## src/rtl/vga_timing_gen.sv

```systemverilog
// vga_timing_gen: pixel/line counters, registered coordinate outputs and a
// delay chain that aligns sync and data-enable with upstream colour latency.
// The optional colour-bar test pattern is enabled by defining VGA_TESTPAT_EN.
module vga_timing_gen #(
    parameter int   H_ACTIVE = 640,
    parameter int   H_FP     = 16,
    parameter int   H_SYNC   = 96,
    parameter int   H_BP     = 48,
    parameter int   V_ACTIVE = 480,
    parameter int   V_FP     = 10,
    parameter int   V_SYNC   = 2,
    parameter int   V_BP     = 33,
    parameter int   PIPE     = 4,
    parameter int   XW       = 10,
    parameter int   YW       = 10,
    parameter int   CW       = 24,
    parameter logic HS_POL   = 1'b0,
    parameter logic VS_POL   = 1'b0
) (
    input  logic          clk65,
    input  logic          rst,
    input  logic [CW-1:0] color_in,
    input  logic          test_mode,
    output logic          hsync,
    output logic          vsync,
    output logic          de,
    output logic [CW-1:0] rgb_out,
    output logic          active,
    output logic [XW-1:0] active_x,
    output logic [YW-1:0] active_y,
    output logic          screenend,
    output logic [7:0]    frame_cnt
);

    localparam int H_TOTAL = H_ACTIVE + H_FP + H_SYNC + H_BP;
    localparam int V_TOTAL = V_ACTIVE + V_FP + V_SYNC + V_BP;
    localparam int HW      = $clog2(H_TOTAL);
    localparam int VW      = $clog2(V_TOTAL);

    localparam logic [HW-1:0] H_LAST = HW'(H_TOTAL - 1);
    localparam logic [HW-1:0] H_ACT  = HW'(H_ACTIVE);
    localparam logic [HW-1:0] H_SS   = HW'(H_ACTIVE + H_FP);
    localparam logic [HW-1:0] H_SE   = HW'(H_ACTIVE + H_FP + H_SYNC);
    localparam logic [VW-1:0] V_LAST = VW'(V_TOTAL - 1);
    localparam logic [VW-1:0] V_ACT  = VW'(V_ACTIVE);
    localparam logic [VW-1:0] V_SS   = VW'(V_ACTIVE + V_FP);
    localparam logic [VW-1:0] V_SE   = VW'(V_ACTIVE + V_FP + V_SYNC);

    // Each chain entry carries {x (pattern build only), hsync, vsync, active}
`ifdef VGA_TESTPAT_EN
    localparam int PW = 3 + XW;
`else
    localparam int PW = 3;
`endif

    logic [HW-1:0] r_h;
    logic [VW-1:0] r_v;
    logic          r_active;
    logic [XW-1:0] r_x;
    logic [YW-1:0] r_y;
    logic          r_end;
    logic [7:0]    r_frame;
    logic          r_hs;
    logic          r_vs;
    logic [CW-1:0] r_rgb;
    logic [PW-1:0] r_pipe    [0:PIPE];
    logic [PW-1:0] w_pipe_in [0:PIPE];

    logic          w_act_raw;
    logic          w_hs_raw;
    logic          w_vs_raw;
    logic          w_end;
    logic          w_de_next;
    logic [CW-1:0] w_color_sel;

    // Raw timing decode from the current counter position
    always_comb begin
        w_act_raw = (r_h < H_ACT) && (r_v < V_ACT);
        w_hs_raw  = (r_h >= H_SS) && (r_h < H_SE);
        w_vs_raw  = (r_v >= V_SS) && (r_v < V_SE);
        w_end     = (r_h == H_LAST) && (r_v == V_LAST);
    end

    // Horizontal and vertical position counters with wrap
    always_ff @(posedge clk65) begin
        if (rst) begin
            r_h <= '0;
            r_v <= '0;
        end else if (r_h == H_LAST) begin
            r_h <= '0;
            if (r_v == V_LAST) begin
                r_v <= '0;
            end else begin
                r_v <= r_v + 1'b1;
            end
        end else begin
            r_h <= r_h + 1'b1;
        end
    end

    // Register coordinate, visibility, frame-end and raw syncs for this position
    always_ff @(posedge clk65) begin
        if (rst) begin
            r_active <= 1'b0;
            r_x      <= '0;
            r_y      <= '0;
            r_end    <= 1'b0;
            r_frame  <= 8'd0;
            r_hs     <= 1'b0;
            r_vs     <= 1'b0;
        end else begin
            r_active <= w_act_raw;
            r_x      <= w_act_raw ? XW'(r_h) : '0;
            r_y      <= w_act_raw ? YW'(r_v) : '0;
            r_end    <= w_end;
            r_frame  <= r_frame + {7'd0, w_end};
            r_hs     <= w_hs_raw;
            r_vs     <= w_vs_raw;
        end
    end

    // Delay-chain inputs: stage 0 takes the registered timing, others the previous stage
    always_comb begin
        for (int i = 0; i <= PIPE; i++) begin
            w_pipe_in[i] = '0;
        end
`ifdef VGA_TESTPAT_EN
        w_pipe_in[0] = {r_x, r_hs, r_vs, r_active};
`else
        w_pipe_in[0] = {r_hs, r_vs, r_active};
`endif
        for (int i = 1; i <= PIPE; i++) begin
            w_pipe_in[i] = r_pipe[i-1];
        end
    end

    // Delay chain; reset fills every stage with deasserted flags
    always_ff @(posedge clk65) begin
        if (rst) begin
            for (int i = 0; i <= PIPE; i++) begin
                r_pipe[i] <= '0;
            end
        end else begin
            for (int i = 0; i <= PIPE; i++) begin
                r_pipe[i] <= w_pipe_in[i];
            end
        end
    end

    // de for the edge about to be taken, so colour lands in the same cycle as de
    assign w_de_next = w_pipe_in[PIPE][0];

`ifdef VGA_TESTPAT_EN
    localparam int BAR_W = (H_ACTIVE / 8 > 0) ? H_ACTIVE / 8 : 1;

    function automatic logic [23:0] bar_color(input logic [2:0] idx);
        case (idx)
            3'd0:    bar_color = 24'hFFFFFF;
            3'd1:    bar_color = 24'hFFFF00;
            3'd2:    bar_color = 24'h00FFFF;
            3'd3:    bar_color = 24'h00FF00;
            3'd4:    bar_color = 24'hFF00FF;
            3'd5:    bar_color = 24'hFF0000;
            3'd6:    bar_color = 24'h0000FF;
            default: bar_color = 24'h000000;
        endcase
    endfunction

    logic [XW-1:0] w_x_next;
    logic [XW-1:0] w_bar_q;
    logic [2:0]    w_bar;

    // Bar index from the delayed x, clamped to the last bar
    always_comb begin
        w_x_next = w_pipe_in[PIPE][PW-1:3];
        w_bar_q  = w_x_next / XW'(BAR_W);
        if (w_bar_q > XW'(3'd7)) begin
            w_bar = 3'd7;
        end else begin
            w_bar = w_bar_q[2:0];
        end
    end

    // Colour source: test bars or upstream colour
    always_comb begin
        if (test_mode) begin
            w_color_sel = CW'(bar_color(w_bar));
        end else begin
            w_color_sel = color_in;
        end
    end
`else
    logic w_unused_test_mode;
    assign w_unused_test_mode = test_mode;

    // Colour source: upstream colour only
    always_comb begin
        w_color_sel = color_in;
    end
`endif

    // Colour output register, blanked outside the delayed data-enable
    always_ff @(posedge clk65) begin
        if (rst) begin
            r_rgb <= '0;
        end else if (w_de_next) begin
            r_rgb <= w_color_sel;
        end else begin
            r_rgb <= '0;
        end
    end

    assign active    = r_active;
    assign active_x  = r_x;
    assign active_y  = r_y;
    assign screenend = r_end;
    assign frame_cnt = r_frame;
    assign de        = r_pipe[PIPE][0];
    assign hsync     = r_pipe[PIPE][2] ? HS_POL : ~HS_POL;
    assign vsync     = r_pipe[PIPE][1] ? VS_POL : ~VS_POL;
    assign rgb_out   = r_rgb;

endmodule

```

## config.mk

```make
export PLATFORM = sky130hd
export DESIGN_NAME = vga_timing_gen
export DESIGN_NICKNAME = d
export VERILOG_FILES = /design/src/rtl/vga_timing_gen.sv
export SDC_FILE = /design/constraint.sdc
export NUM_CORES = 1
export LEC_CHECK = 0
export ABC_CLOCK_PERIOD_IN_PS = 2100
export CORE_UTILIZATION = 43
export DETAILED_ROUTE_END_ITERATION = 8
export GPL_ROUTABILITY_DRIVEN = 0
export PLACE_DENSITY = 0.73
export SYNTH_ARGS = -nofsm -noshare
export SYNTH_HDL_FRONTEND = slang
export SYNTH_SLANG_ARGS = --single-unit
```

## constraint.sdc

```tcl
create_clock -name clk65 -period 2.1 [get_ports clk65]
set_input_delay 0.21 -clock clk65 [delete_from_list [all_inputs] [get_ports clk65]]
set_output_delay 0.21 -clock clk65 [all_outputs]
set_load 0.1 [all_outputs]
```

==> results.sh <==
export IMPL_required_ps=2350
export IMPL_fin_area_um2=4300
export IMPL_worst_path_buf_inv=0
export IMPL_worstPathCellList="ha_4 > and4_4 > nand3_4 > nor2_4 > ha_4 > ha_2 > and3_4 > nand3_1 > xor2_1 > nor2_1"
export IMPL_cts_root_buffer="clkbuf_8"
export IMPL_r2r_end="frame_cnt[6]"
export IMPL_status="finished, final reports clean"
export IMPL_period_minus_slack_ps=1960
export IMPL_grt_pass1_vias=2098
export IMPL_antenna_left=0
export IMPL_finalWorstSetupSlack_ps=142
export IMPL_cp_top_family="simple AND/OR/NAND/NOR gates"
export IMPL_timing_hold_ws_ps=411
export IMPL_start_kind="register"
export IMPL_clock_skew_ps=13.1
export IMPL_hold_viol_final=0
export IMPL_p_leak_nw=1.87
export IMPL_pre_cts_slack_ps=39.8
export IMPL_p_total_mw=3.00
export IMPL_cts_made_buffers=9
export IMPL_gr_usage_all_layers_pct=16.0
export IMPL_rrSetupSlack_ps=140
export IMPL_path_class="register to register"
export IMPL_drive_gt1_share_pct=30.4
export IMPL_cts_htree_levels=3
export IMPL_rsz0062_at_grt="no"
export IMPL_worst_path_largest_cell_delay_ps=380
export IMPL_synthTopCellsByCount="dfxtp_1 (91), and2_1 (43), nor2_1 (22)"
export IMPL_coreArea_um2=6910
export IMPL_placed_area_um2=4060
export IMPL_min_to="rgb_out[6]"
export IMPL_critPathSlowestCell="dfxtp_4"
export IMPL_cpMostUsedCell="ha_4"
export IMPL_p_int_mw=2.28
export IMPL_p_sw_uw=716
export IMPL_slew_headroom_pct=53.1
export IMPL_boundaryPins=84
export IMPL_cts_tree="yes"
export IMPL_synth_edf_count=0
export IMPL_yosys_area_top_type_share_pct=58.3
export IMPL_syn_nets=321
export IMPL_pwr_share_clk_pct=36.2
export IMPL_hold_class="input port to register"
export IMPL_slew_viol_final=0
export IMPL_async_reset_ff_share_pct=0
export IMPL_syn_to_final_growth_pct=37.6
export IMPL_grt_pass1_wl_mm=9.45
export IMPL_cp_arrival_ps=2210
export IMPL_start_util_pct=45.2
export IMPL_clk_pin_slew_ps=90
export IMPL_wl_per_cell_um=11.4
export IMPL_die_w_um=87.2
export IMPL_r2r_start="r_h[0]"
export IMPL_grt_max_degree=26
export IMPL_drtIter0Drc=70
export IMPL_clk_latency_ps=350
export IMPL_synthTopCellsByArea="dfxtp_1 (58%), and2_1 (8.6%), nor2b_1 (4.0%), xnor2_1 (2.8%), xor2_1 (2.8%)"
export IMPL_synth_seq_cells=91
export IMPL_synth_most_common_cell="dfxtp_1"
export IMPL_combPwrFrac_pct=5.5
export IMPL_drv_cap=0
export IMPL_p_seq_share_pct=58.3
export IMPL_cp_max_fo=6
export IMPL_synth_seq_area_share_pct=58.3
export IMPL_yosysWarnings=0
export IMPL_period_share_pct=93.2
export IMPL_finalSetupViolCount=0
export IMPL_dp_hpwl_mm=4.08
export IMPL_r2r_cells=10
export IMPL_cp_end_kind="register"
export IMPL_via_per_inst=4.51
export IMPL_syn_area_per_cell_um2=10.8
export IMPL_vdd_drop_max_uv=437
export IMPL_hold_depth=2
export IMPL_synth_distinct_cells=41
export IMPL_overflow=0
export IMPL_drc=0
export IMPL_num_rows=30
export IMPL_clock_sinks=91
export IMPL_setup_tns_final_ps=0
export IMPL_nets=426
export IMPL_yosys_area_top_type="dfxtp_1"
export IMPL_portBuffers=82
export IMPL_fillerInstances=611
export IMPL_antenna_found_initial=0
export IMPL_dieArea_um2=7610
export IMPL_switching_share_pct=23.9
export IMPL_timing_fmax_mhz=511
export IMPL_crit_path_start="r_h[0]"
export IMPL_syn_inst=288
export IMPL_power_density_nw_per_um2=697
export IMPL_drt_total_wl_mm=5.65
export IMPL_worst_pin_slew_ps=700
export IMPL_yosys_most_used_dff="dfxtp_1"
export IMPL_hold_start="color_in[6]"
export IMPL_cts_path_max_buffers=2
export IMPL_dr_pass1_iters=4
export IMPL_netlist_area_um2=3120
export IMPL_dr_total_vias=2229
export IMPL_cts_hold_buffers=0
export IMPL_diodes=0
export IMPL_die_y_um=87.2
## state kept, by name, indices dropped and copies added, names as in the netlist
| register | cells |
|---|---|
| r_vs | 1 |
| active_x | 10 |
| r_hs | 1 |
| rgb_out | 24 |
| active | 1 |
| frame_cnt | 8 |
| active_y | 10 |
| screenend | 1 |
| r_v | 10 |
| r_pipe | 15 |
| r_h | 10 |
## how the worst max path moves through the flow
stage / end / slack (ps) / cells past startpoint
3_3_place_gp: frame_cnt[6] / 80 / 10
4_1_cts: frame_cnt[6] / 40 / 10
6_report: frame_cnt[6] / 140 / 10
5_1_grt: frame_cnt[6] / 20 / 10
2_1_floorplan: frame_cnt[6] / 30 / 11
3_5_place_dp: frame_cnt[6] / 40 / 10
## per-stage QoR
stage | std cells | utilization (%)
after CTS | 492 | 61.4
after global placement | 476 | 58.7
after global routing | 494 | 62.2
final | 494 | 62.2
after detailed placement | 476 | 58.7
after floorplan | 288 | -
## worst register-to-register path, cell delays in order, from the launching register on
cell and delay (ps):
dfxtp_4 380, ha_4 160, and4_4 240, nand3_4 110, nor2_4 170, ha_4 150, ha_2 180, and3_4 190
nand3_1 90, xor2_1 160, nor2_1 50
## area by class of cell
type	instances	area, um2	area share, %
sequential	91	1830	42.6
multi-input combinational	175	1260	29.2
timing repair buffer	108	873	20.3
clock buffer	10	138	3.20
tap	96	120	2.79
clock inverter	6	50.0	1.16
inverter	8	30.0	0.699
## power by group through the flow
stage / combinational [mW] / sequential [mW] / clock (mW)
after floorplan: 0.0318 / 1.85 / 0
after global placement: 0.165 / 1.79 / 0
after detailed placement: 0.165 / 1.79 / 0
after CTS: 0.167 / 1.75 / 1.12
after global routing: 0.177 / 1.75 / 1.20
final: 0.165 / 1.75 / 1.08
## cell families after synthesis
group / after synthesis / synth area share, %
fa+ha+maj: 6 / 2.40
mux: 3 / 0.961
compound gates: 5 / 1.04
simple gates: 140 / 28.2
flops: 91 / 58.3
other cells: 1 / 0.120
buf+inv: 22 / 3.32
xor+xnor: 20 / 5.61
## layout by cell type, fill, tap and decap left out, types with 3 or more instances in the layout
master           instances
dfxtp_1                 88
buf_4                   83
and2_1                  43
clkdlybuf4s50_1         25
nor2_1                  22
nor2b_1                 19
xor2_1                  10
xnor2_1                 10
clkbuf_8                10
inv_1                    8
nand3_1                  8
nand4_1                  7
nor3_1                   6
and3_1                   6
nand2_1                  6
and4_1                   3
mux2i_1                  3
ha_1                     3
clkinv_4                 3
## timing repair
item                                   in CTS  in global routing
endpoints found under the hold margin       0                  0
setup endpoints to repair                   0                  4
gates resized for setup                     0                  8
setup buffers                               0                  2
## per-layer routing
| metal | routed length [um] | vias up | GRT usage [%] |
|---|---|---|---|
| li1 | - | 1139 | - |
| met1 | 2680 | 1021 | 20.2 |
| met2 | 2510 | 64 | 25.8 |
| met3 | 412 | 5 | 4.27 |
| met4 | 48 | 0 | 7.15 |
| met5 | 0 | - | 0 |
No activity file was read; power rests on OpenSTA's default activity.
